## config.mk

```make
export PLATFORM = sky130hd
export DESIGN_NAME = div16by8_seq
export DESIGN_NICKNAME = d
export VERILOG_FILES = /design/src/rtl/div16by8_pkg.sv /design/src/rtl/div16by8_seq_div_step.sv /design/src/rtl/div16by8_seq.sv
export SDC_FILE = /design/constraint.sdc
export NUM_CORES = 1
export LEC_CHECK = 0
export CAP_MARGIN = 20
export CORE_UTILIZATION = 44
export CTS_BUF_LIST = sky130_fd_sc_hd__clkbuf_8
export CTS_CLUSTER_DIAMETER = 80
export CTS_CLUSTER_SIZE = 30
export DETAILED_ROUTE_END_ITERATION = 6
export PLACE_DENSITY = 0.65
export SLEW_MARGIN = 40
export SYNTH_ARGS = -nofsm -noshare
export SYNTH_HDL_FRONTEND = slang
export SYNTH_SLANG_ARGS = --single-unit
```

## constraint.sdc

```tcl
create_clock -name clk -period 5.6 [get_ports clk]
set_input_delay 0.84 -clock clk [delete_from_list [all_inputs] [get_ports clk]]
set_output_delay 0.84 -clock clk [all_outputs]
set_load 0.02 [all_outputs]
```

## src/rtl/div16by8_pkg.sv

```systemverilog
// Shared types and constants for the 16/8 sequential restoring divider.
package div16by8_pkg;

  localparam int DW    = 8;       // divisor, quotient and remainder width
  localparam int DDW   = 2 * DW;  // dividend width
  localparam int CNT_W = 3;       // step counter width, log2(DW)

  // Quotient/remainder code driven on divide-by-zero or overflow
  localparam logic [DW-1:0] ERR_Q = 8'hFF;

  typedef enum logic [1:0] {
    IDLE = 2'd0,
    CALC = 2'd1,
    DONE = 2'd2
  } state_t;

endpackage

```

## src/rtl/div16by8_seq_div_step.sv

```systemverilog
// One restoring shift-subtract iteration: shifts the next dividend bit into
// the partial remainder and subtracts the divisor if it fits.
module div_step #(
  parameter int DW = 8
) (
  input  logic [DW-1:0] pr,
  input  logic          inbit,
  input  logic [DW-1:0] divisor,
  output logic [DW-1:0] pr_next,
  output logic          qbit
);

  logic [DW:0] t;

  // Trial subtraction on the widened partial remainder
  always_comb begin
    // NOTE: every output gets a value on every path through always_comb, so no latch can be inferred.
    t       = {pr, inbit};
    qbit    = (t >= {1'b0, divisor});
    pr_next = qbit ? DW'(t - {1'b0, divisor}) : t[DW-1:0];
  end

endmodule

```

## src/rtl/div16by8_seq.sv

```systemverilog
// Sequential unsigned divider: 2*DW-bit dividend by DW-bit divisor, one
// quotient bit per clock, valid/ready handshakes on input and output.
// Optional result self-check enabled by defining DIV_SELFCHECK_EN; without
// it chk_err is held at 0 and no checking multiplier exists.
module div16by8_seq #(
  parameter int                  DW    = div16by8_pkg::DW,
  parameter logic [DW-1:0]       ERR_Q = div16by8_pkg::ERR_Q
) (
  input  logic            clk,
  input  logic            rst_n,
  input  logic            in_valid,
  output logic            in_ready,
  input  logic [2*DW-1:0] dividend,
  input  logic [DW-1:0]   divisor,
  output logic            out_valid,
  input  logic            out_ready,
  output logic [DW-1:0]   quotient,
  output logic [DW-1:0]   remainder,
  output logic            div_by_zero,
  output logic            overflow,
  output logic            chk_err
);

  import div16by8_pkg::*;

  localparam int              SW   = $clog2(DW);
  localparam logic [SW-1:0]   LAST = SW'(DW - 1);

  state_t        state;
  logic [DW-1:0] pr;      // partial remainder
  logic [DW-1:0] sq;      // dividend low bits shifting out, quotient bits shifting in
  logic [DW-1:0] dvs;     // latched divisor
  logic [SW-1:0] cnt;

  logic [DW-1:0] pr_next;
  logic          qbit;
  logic [DW-1:0] q_fin;
  logic          chk_bad;

  div_step #(.DW(DW)) u_step (
    .pr      (pr),
    .inbit   (sq[DW-1]),
    .divisor (dvs),
    .pr_next (pr_next),
    .qbit    (qbit)
  );

  // Quotient as it will stand after the current step
  assign q_fin = {sq[DW-2:0], qbit};

`ifdef DIV_SELFCHECK_EN
  logic [2*DW-1:0] dvd;
  logic [2*DW-1:0] recon;

  assign recon   = {{DW{1'b0}}, q_fin} * {{DW{1'b0}}, dvs} + {{DW{1'b0}}, pr_next};
  assign chk_bad = (recon != dvd) || (pr_next >= dvs);

  // Keep the full dividend for reconstruction at the end of the operation
  always_ff @(posedge clk or negedge rst_n) begin
    if (!rst_n)
      dvd <= '0;
    else if (state == IDLE && in_valid)
      dvd <= dividend;
  end
`else
  assign chk_bad = 1'b0;
`endif

  // Control FSM and datapath registers, all outputs registered
  always_ff @(posedge clk or negedge rst_n) begin
    // NOTE: asynchronous reset clears every register, so an abort mid-operation leaves no stale state.
    if (!rst_n) begin
      state       <= IDLE;
      in_ready    <= 1'b1;
      out_valid   <= 1'b0;
      quotient    <= '0;
      remainder   <= '0;
      div_by_zero <= 1'b0;
      overflow    <= 1'b0;
      chk_err     <= 1'b0;
      pr          <= '0;
      sq          <= '0;
      dvs         <= '0;
      cnt         <= '0;
    end else begin
      // NOTE: non-blocking assignments make every register see pre-edge values, independent of statement order.
      unique case (state)
        IDLE: begin
          if (in_valid && in_ready) begin
            dvs <= divisor;
            pr  <= dividend[2*DW-1:DW];
            sq  <= dividend[DW-1:0];
            cnt <= '0;
            if (divisor == '0) begin
              state       <= DONE;
              in_ready    <= 1'b0;
              out_valid   <= 1'b1;
              div_by_zero <= 1'b1;
              quotient    <= ERR_Q;
              remainder   <= ERR_Q;
            end else if (dividend[2*DW-1:DW] >= divisor) begin
              state     <= DONE;
              in_ready  <= 1'b0;
              out_valid <= 1'b1;
              overflow  <= 1'b1;
              quotient  <= ERR_Q;
              remainder <= ERR_Q;
            end else begin
              state    <= CALC;
              in_ready <= 1'b0;
            end
          end
        end
        CALC: begin
          pr  <= pr_next;
          sq  <= q_fin;
          cnt <= cnt + 1'b1;
          if (cnt == LAST) begin
            state     <= DONE;
            out_valid <= 1'b1;
            quotient  <= q_fin;
            remainder <= pr_next;
            chk_err   <= chk_bad;
          end
        end
        DONE: begin
          if (out_ready) begin
            state       <= IDLE;
            in_ready    <= 1'b1;
            out_valid   <= 1'b0;
            div_by_zero <= 1'b0;
            overflow    <= 1'b0;
            chk_err     <= 1'b0;
          end
        end
        default: begin
          state     <= IDLE;
          in_ready  <= 1'b1;
          out_valid <= 1'b0;
        end
      endcase
    end
  end

endmodule
```

=== After elaboration in Yosys (flattened, before gate mapping) ===
Index checks and enable logic that the tools add are counted.

* Input bits: 28
* Bits in registers: 50
* Output and inout bits: 21
* Word-level logic and storage cells: 79

* $lt $le $gt $ge: 2
* Bitwise logic cells: 1
* $add $sub $neg: 2
* Reductions and logical operators: 15
* Mux-type cells: 37
* Eq/ne operators: 10

{| class="wikitable"
|+ Operators by type and width
! kind !! count
|-
| 2-to-1 mux 8 bit || 8
|-
| case mux 8 bit (2 select lines) || 4
|-
| 2-to-1 mux 1 bit || 12
|-
| inequality test 2 bit, second input constant || 6
|-
| AND reduction 4 bit || 3
|-
| 2-to-1 mux 2 bit || 5
|-
| >= comparator 9 x 8 -> 1 bit || 1
|-
| AND reduction 3 bit || 3
|-
| >= comparator 8 bit || 1
|-
| logical NOT 8 bit || 1
|-
| subtractor 8 bit || 1
|-
| case mux 1 bit (2 select lines) || 3
|-
| case mux 1 bit (3 select lines) || 2
|-
| case mux 2 bit (3 select lines) || 1
|-
| case mux 3 bit (2 select lines) || 1
|-
| nonzero test 2 bit || 3
|-
| AND reduction 5 bit || 1
|-
| AND reduction 2 bit || 2
|-
| adder 3 x 1 -> 3 bit, second input constant || 1
|-
| equality test 3 bit, second input constant || 1
|-
| 2-to-1 mux 3 bit || 1
|-
| inequality test 3 bit, second input constant || 1
|-
| equality test 2 x 1 -> 1 bit, second input constant || 1
|-
| equality test 2 bit, second input constant || 1
|-
| other kinds (3) || 3
|}

=== Logic depth before layout (Yosys ltp) ===
* Depth after elaboration: 5
* Mapped depth: 9

=== Cells and area by module ===
From an unflattened synthesis, not the netlist that was laid out.

* Cells, all modules: 303
* Area total of the unflattened synthesis: 2815.2 um^2

{| class="wikitable"
|+ By module, submodules not included
! module !! cells an instance !! area each (um^2) !! sequential area each (um^2) !! times used
|-
| div16by8_seq || 243 || 2306.0 || 1227.4 || 1
|-
| div_step || 60 || 509.2 || 0.0 || 1
|}

=== Worst setup path after synthesis ===
Ideal clock, no wire load.

* Kind: input to register
* From: in divisor[2]
* To: reg quotient[1]
* Slack: 3.389 ns
* Required time: 5.479 ns
* Stages: 8
* Path buffers: 1
* Data arrival time: 2.089 ns
* Cells stage by stage: inv_1 > ha_1 > a211oi_1 > o21ai_0 > a21oi_1 > a31oi_1 > buf_4 > o22a_1

* Word-level cells in the longest chain between the ends: 4

{| class="wikitable"
|+ Ends and longest elaborated chain
! element !! line !! text
|-
| start: declaration || div16by8_seq.sv:14 || <nowiki>input logic [DW-1:0] divisor,</nowiki>
|-
| branches (longest 4 deep; another with >= comparator 8 bit) || n/a ||
|-
| end signal: assignment || div16by8_seq.sv:121 || <nowiki>quotient <= q_fin;</nowiki>
|-
| end: declaration || div16by8_seq.sv:17 || <nowiki>output logic [DW-1:0] quotient,</nowiki>
|}

Parallel ways; which one is timed is not known. The select of a mux whose other input is x is not followed.
A chain may end at the register's enable or synchronous reset.

=== Worst setup path in the final report ===
* From: in divisor[2]
* To: reg remainder[6]

* Word-level cells in the longest chain between the ends: 4

{| class="wikitable"
|+ Ends and longest elaborated chain
! element !! line !! text
|-
| branches (longest 4 deep; another with >= comparator 8 bit) || n/a ||
|-
| end signal: assignment || div16by8_seq.sv:122 || <nowiki>remainder <= pr_next;</nowiki>
|-
| end: declaration || div16by8_seq.sv:18 || <nowiki>output logic [DW-1:0] remainder,</nowiki>
|}

Parallel ways; which one is timed is not known. The select of a mux whose other input is x is not followed.

==> key figures <==
Status
  • Status: finished, final reports clean

Routing
  • Final wirelength: 5890 um
  • DRT Pass-1 Iters: 4
  • DRC Markers: 0
  • Via count: 2152
  • Vias per inst: 5.31
  • Drt initial violations: 83
  • ANT nets after route: 0
  • Drt wl/cell: 14.5 um

Synth
  • Yosys reg bits: 49
  • Avg Cell Area, Syn: 9.45 um^2
  • Post-synth cell types: 39
  • Synth Instances: 286
  • Synth warn: 0
  • Seq/Total Area, Yosys: 45.4%
  • Mapped Area: 0.00270 mm^2
  • Count leader, synth: dfrtp_1
  • Ys async rst share: 100%
  • Most frequent cells after synthesis: dfrtp_1 (48), nand2_1 (32), nor2_1 (30), o21ai_0 (23), inv_1 (21)
  • Ys flop type: dfrtp_1
  • Largest cells by area after synthesis: dfrtp_1 (44%), ha_1 (8.3%), mux2i_1 (4.4%), nand2_1 (4.4%), o21ai_0 (4.3%)
  • Synth area leader: dfrtp_1
  • Post-Syn Nets: 333
  • EDFF count, synth: 0
  • Yosys top cell area share: 44.4%

Hold path
  • Hold Crit Endpoint: quotient[6]
  • Worst hold path class: reg -> reg
  • Hold depth: 1
  • Min-delay src: quotient[6]

Timing
  • Final Hold Vio Count: 0
  • RSZ-0062 raised after global routing: false
  • FMAX: 362 MHz
  • Setup TNS: 0 ps
  • Final setup fails: 0
  • Slew @ Worst Pin: 629 ps
  • Worst slew margin: 58.1%
  • Final Max Tran Viols: 0
  • Crit path time final: 2770 ps
  • Fin crit share: 49.4%
  • Clock Skew: 9.01 ps

Finish
  • Fill count: 558
  • ANT cells: 0
  • Fin util: 56.1%
  • Final std cells w/o fill: 405
  • Post-layout net count: 376
  • Layout area overhead: 22.8%
  • Design area: 0.00332 mm^2
  • Layout cell share with drive strength beyond 1: 7.58%

Placement
  • Cells after DPL: 397
  • Dpl hpwl: 4250 um
  • Dpl cell area: 0.00323 mm^2
  • Final Wtd Congestion: 0.823
  • Number of buffers inserted by port buffering: 47

GRT
  • Gr usage total: 20.6%
  • Largest net degree at the start of global routing: 50
  • Total gr overflow: 0
  • Most Crowded Layer GR: met2
  • Met2 usage: 32.4%
  • First-pass GRT wire length: 10100 um
  • Vias in the first global route: 2052
  • Initial antenna violation count: 0
  • Met3 usage in global routing: 3.18%
  • Met1 Use GR: 29.6%

Setup path
  • WS Path Type: in -> reg
  • CP max stage delay: 500 ps
  • CP max-delay cell: clkdlybuf4s50_1
  • Critical Path AT: 2930 ps
  • CP cell instances: clkdlybuf4s50_1 > inv_1 > ha_1 > a211oi_1 > o21ai_0 > a21oi_1 > a31oi_4 > nor2_1 > a21oi_1
  • Critical Path RT: 5760 ps
  • Worst r2r dst: remainder[0]
  • CP Launch Type: input port
  • Worst Reg-to-Reg Cells: 7
  • Bufs and invs on worst path: 2
  • R2R Path Start: state[0]
  • Crit path from: divisor[2]
  • Flop-to-flop setup slack: 3100 ps
  • CP endpoint kind: flip-flop
  • Most frequent CP cell: a21oi_1
  • Max FO, Critical Path: 21
  • Crit-path leading delay family: compound AO/OA/AOI/OAI gates

Die
  • Die Ht: 80.4 um
  • I/O pin count: 49
  • Core Area: 0.00592 mm^2
  • Die X: 80.4 um
  • Die area: 0.00646 mm^2
  • Row count: 28
  • Initial core utilization: 45.7%

Clocking
  • Clk_lat worst skew: 310 ps
  • Inserted Clock Buffers: 5
  • Clk buf depth: 2
  • Clk slew on worst S/H paths: 100 ps
  • H-tree Lvls: 2
  • CTS tree: yes
  • # Post-CTS Setup Buffers: 0
  • Root Driver: clkbuf_8
  • Hold buffers post-CTS: 0
  • Clock sinks: 49
  • Post_cts resized: 0

Pwr
  • Peak supply drop: 110 uV
  • P_sw: 0.000148 W
  • Sw Share: 24.2%
  • Static leakage: 1.49 nW
  • Flop pwr share: 57.6%
  • Pwr per Cell Area: 185 mW/mm^2
  • Clk pwr share: 35.1%
  • Pint: 0.000465 W
  • Proportion of power drawn by combinational gates: 7.2%

Run
  • Max-cap violations: 0
-- layer usage --
| layer | share of wire [%] | vias up | wire length (um) |
|---|---|---|---|
| met5 | 0 | - | 0 |
| met4 | 0.98 | 0 | 58 |
| met3 | 2.7 | 7 | 160 |
| met2 | 46 | 37 | 2700 |
| met1 | 50 | 1025 | 2970 |
| li1 | - | 1083 | - |
-- how the worst max path moves through the flow --
stage                   endpoint  slack, ps  depth (start not counted)
floorplan            quotient[1]       3390                          8
global placement    remainder[3]       2300                          8
detailed placement   quotient[1]       2490                          8
CTS                 remainder[6]       2810                          9
global route        remainder[6]       2600                          9
finish              remainder[6]       2830                          9
-- placed cells by master, fill, tap and decap left out, drive strengths merged, types with 2 or more instances in the layout --
| cell | netlist | routed |
|---|---|---|
| o21a | 3 | 3 |
| xnor2 | 2 | 2 |
| buf | 9 | 4 |
| ha | 18 | 18 |
| a21o | 3 | 3 |
| mux2 | 3 | 3 |
| a21oi | 19 | 19 |
| a31o | 3 | 3 |
| clkdlybuf4s50 | 0 | 46 |
| nor2 | 30 | 30 |
| inv | 21 | 22 |
| o22a | 8 | 8 |
| mux2i | 12 | 12 |
| a31oi | 10 | 10 |
| nor4 | 2 | 2 |
| dfrtp | 48 | 48 |
| a211oi | 9 | 9 |
| clkbuf | 5 | 5 |
| nand2 | 33 | 33 |
| nor3 | 6 | 6 |
| o21ai | 23 | 23 |
| nor2b | 6 | 6 |
-- sequential cells by signal, indices dropped and copies added, names as in the netlist --
register	cells
sq	8
quotient	8
div_by_zero	1
overflow	1
dvs	8
remainder	8
in_ready	1
cnt	3
out_valid	1
pr	8
state	2
-- through the flow --
stage / hold WS [ps] / worst slack, ps / power, W
3_3_place_gp: 484 / 2300 / 0.000405
4_1_cts: 507 / 2810 / 0.000617
3_5_place_dp: 476 / 2490 / 0.000406
6_report: 502 / 2830 / 0.000613
5_1_grt: 514 / 2600 / 0.000638
2_1_floorplan: 466 / 3390 / 0.000373
-- power by group through the flow --
stage / clock, W / sequential [W] / combinational [W]
after floorplan: 0 / 0.000361 / 0.0000120
after global placement: 0 / 0.000361 / 0.0000445
after detailed placement: 0 / 0.000361 / 0.0000453
after CTS: 0.000218 / 0.000354 / 0.0000454
after global routing: 0.000233 / 0.000354 / 0.0000507
final: 0.000215 / 0.000354 / 0.0000444
-- cell families after synthesis --
| family | synth area share, % |
|---|---|
| fa+ha+maj | 9.07 |
| compound gates | 19.6 |
| xor+xnor | 0.972 |
| flops | 45.4 |
| other cells | 0.139 |
| mux | 5.97 |
| simple gates | 13.1 |
| buf+inv | 5.78 |
-- area by class of cell --
type                       instances  area (um^2)  share of cell area, %
multi-input combinational        202         1340                   40.4
inverter                          21         78.8                   2.37
tap                               75         93.8                   2.83
timing repair buffer              50          488                   14.7
sequential                        49         1230                   37.0
clock buffer                       5         68.8                   2.07
clock inverter                     3         21.3                  0.641
Note: power is estimated with default switching activity, not from simulation.
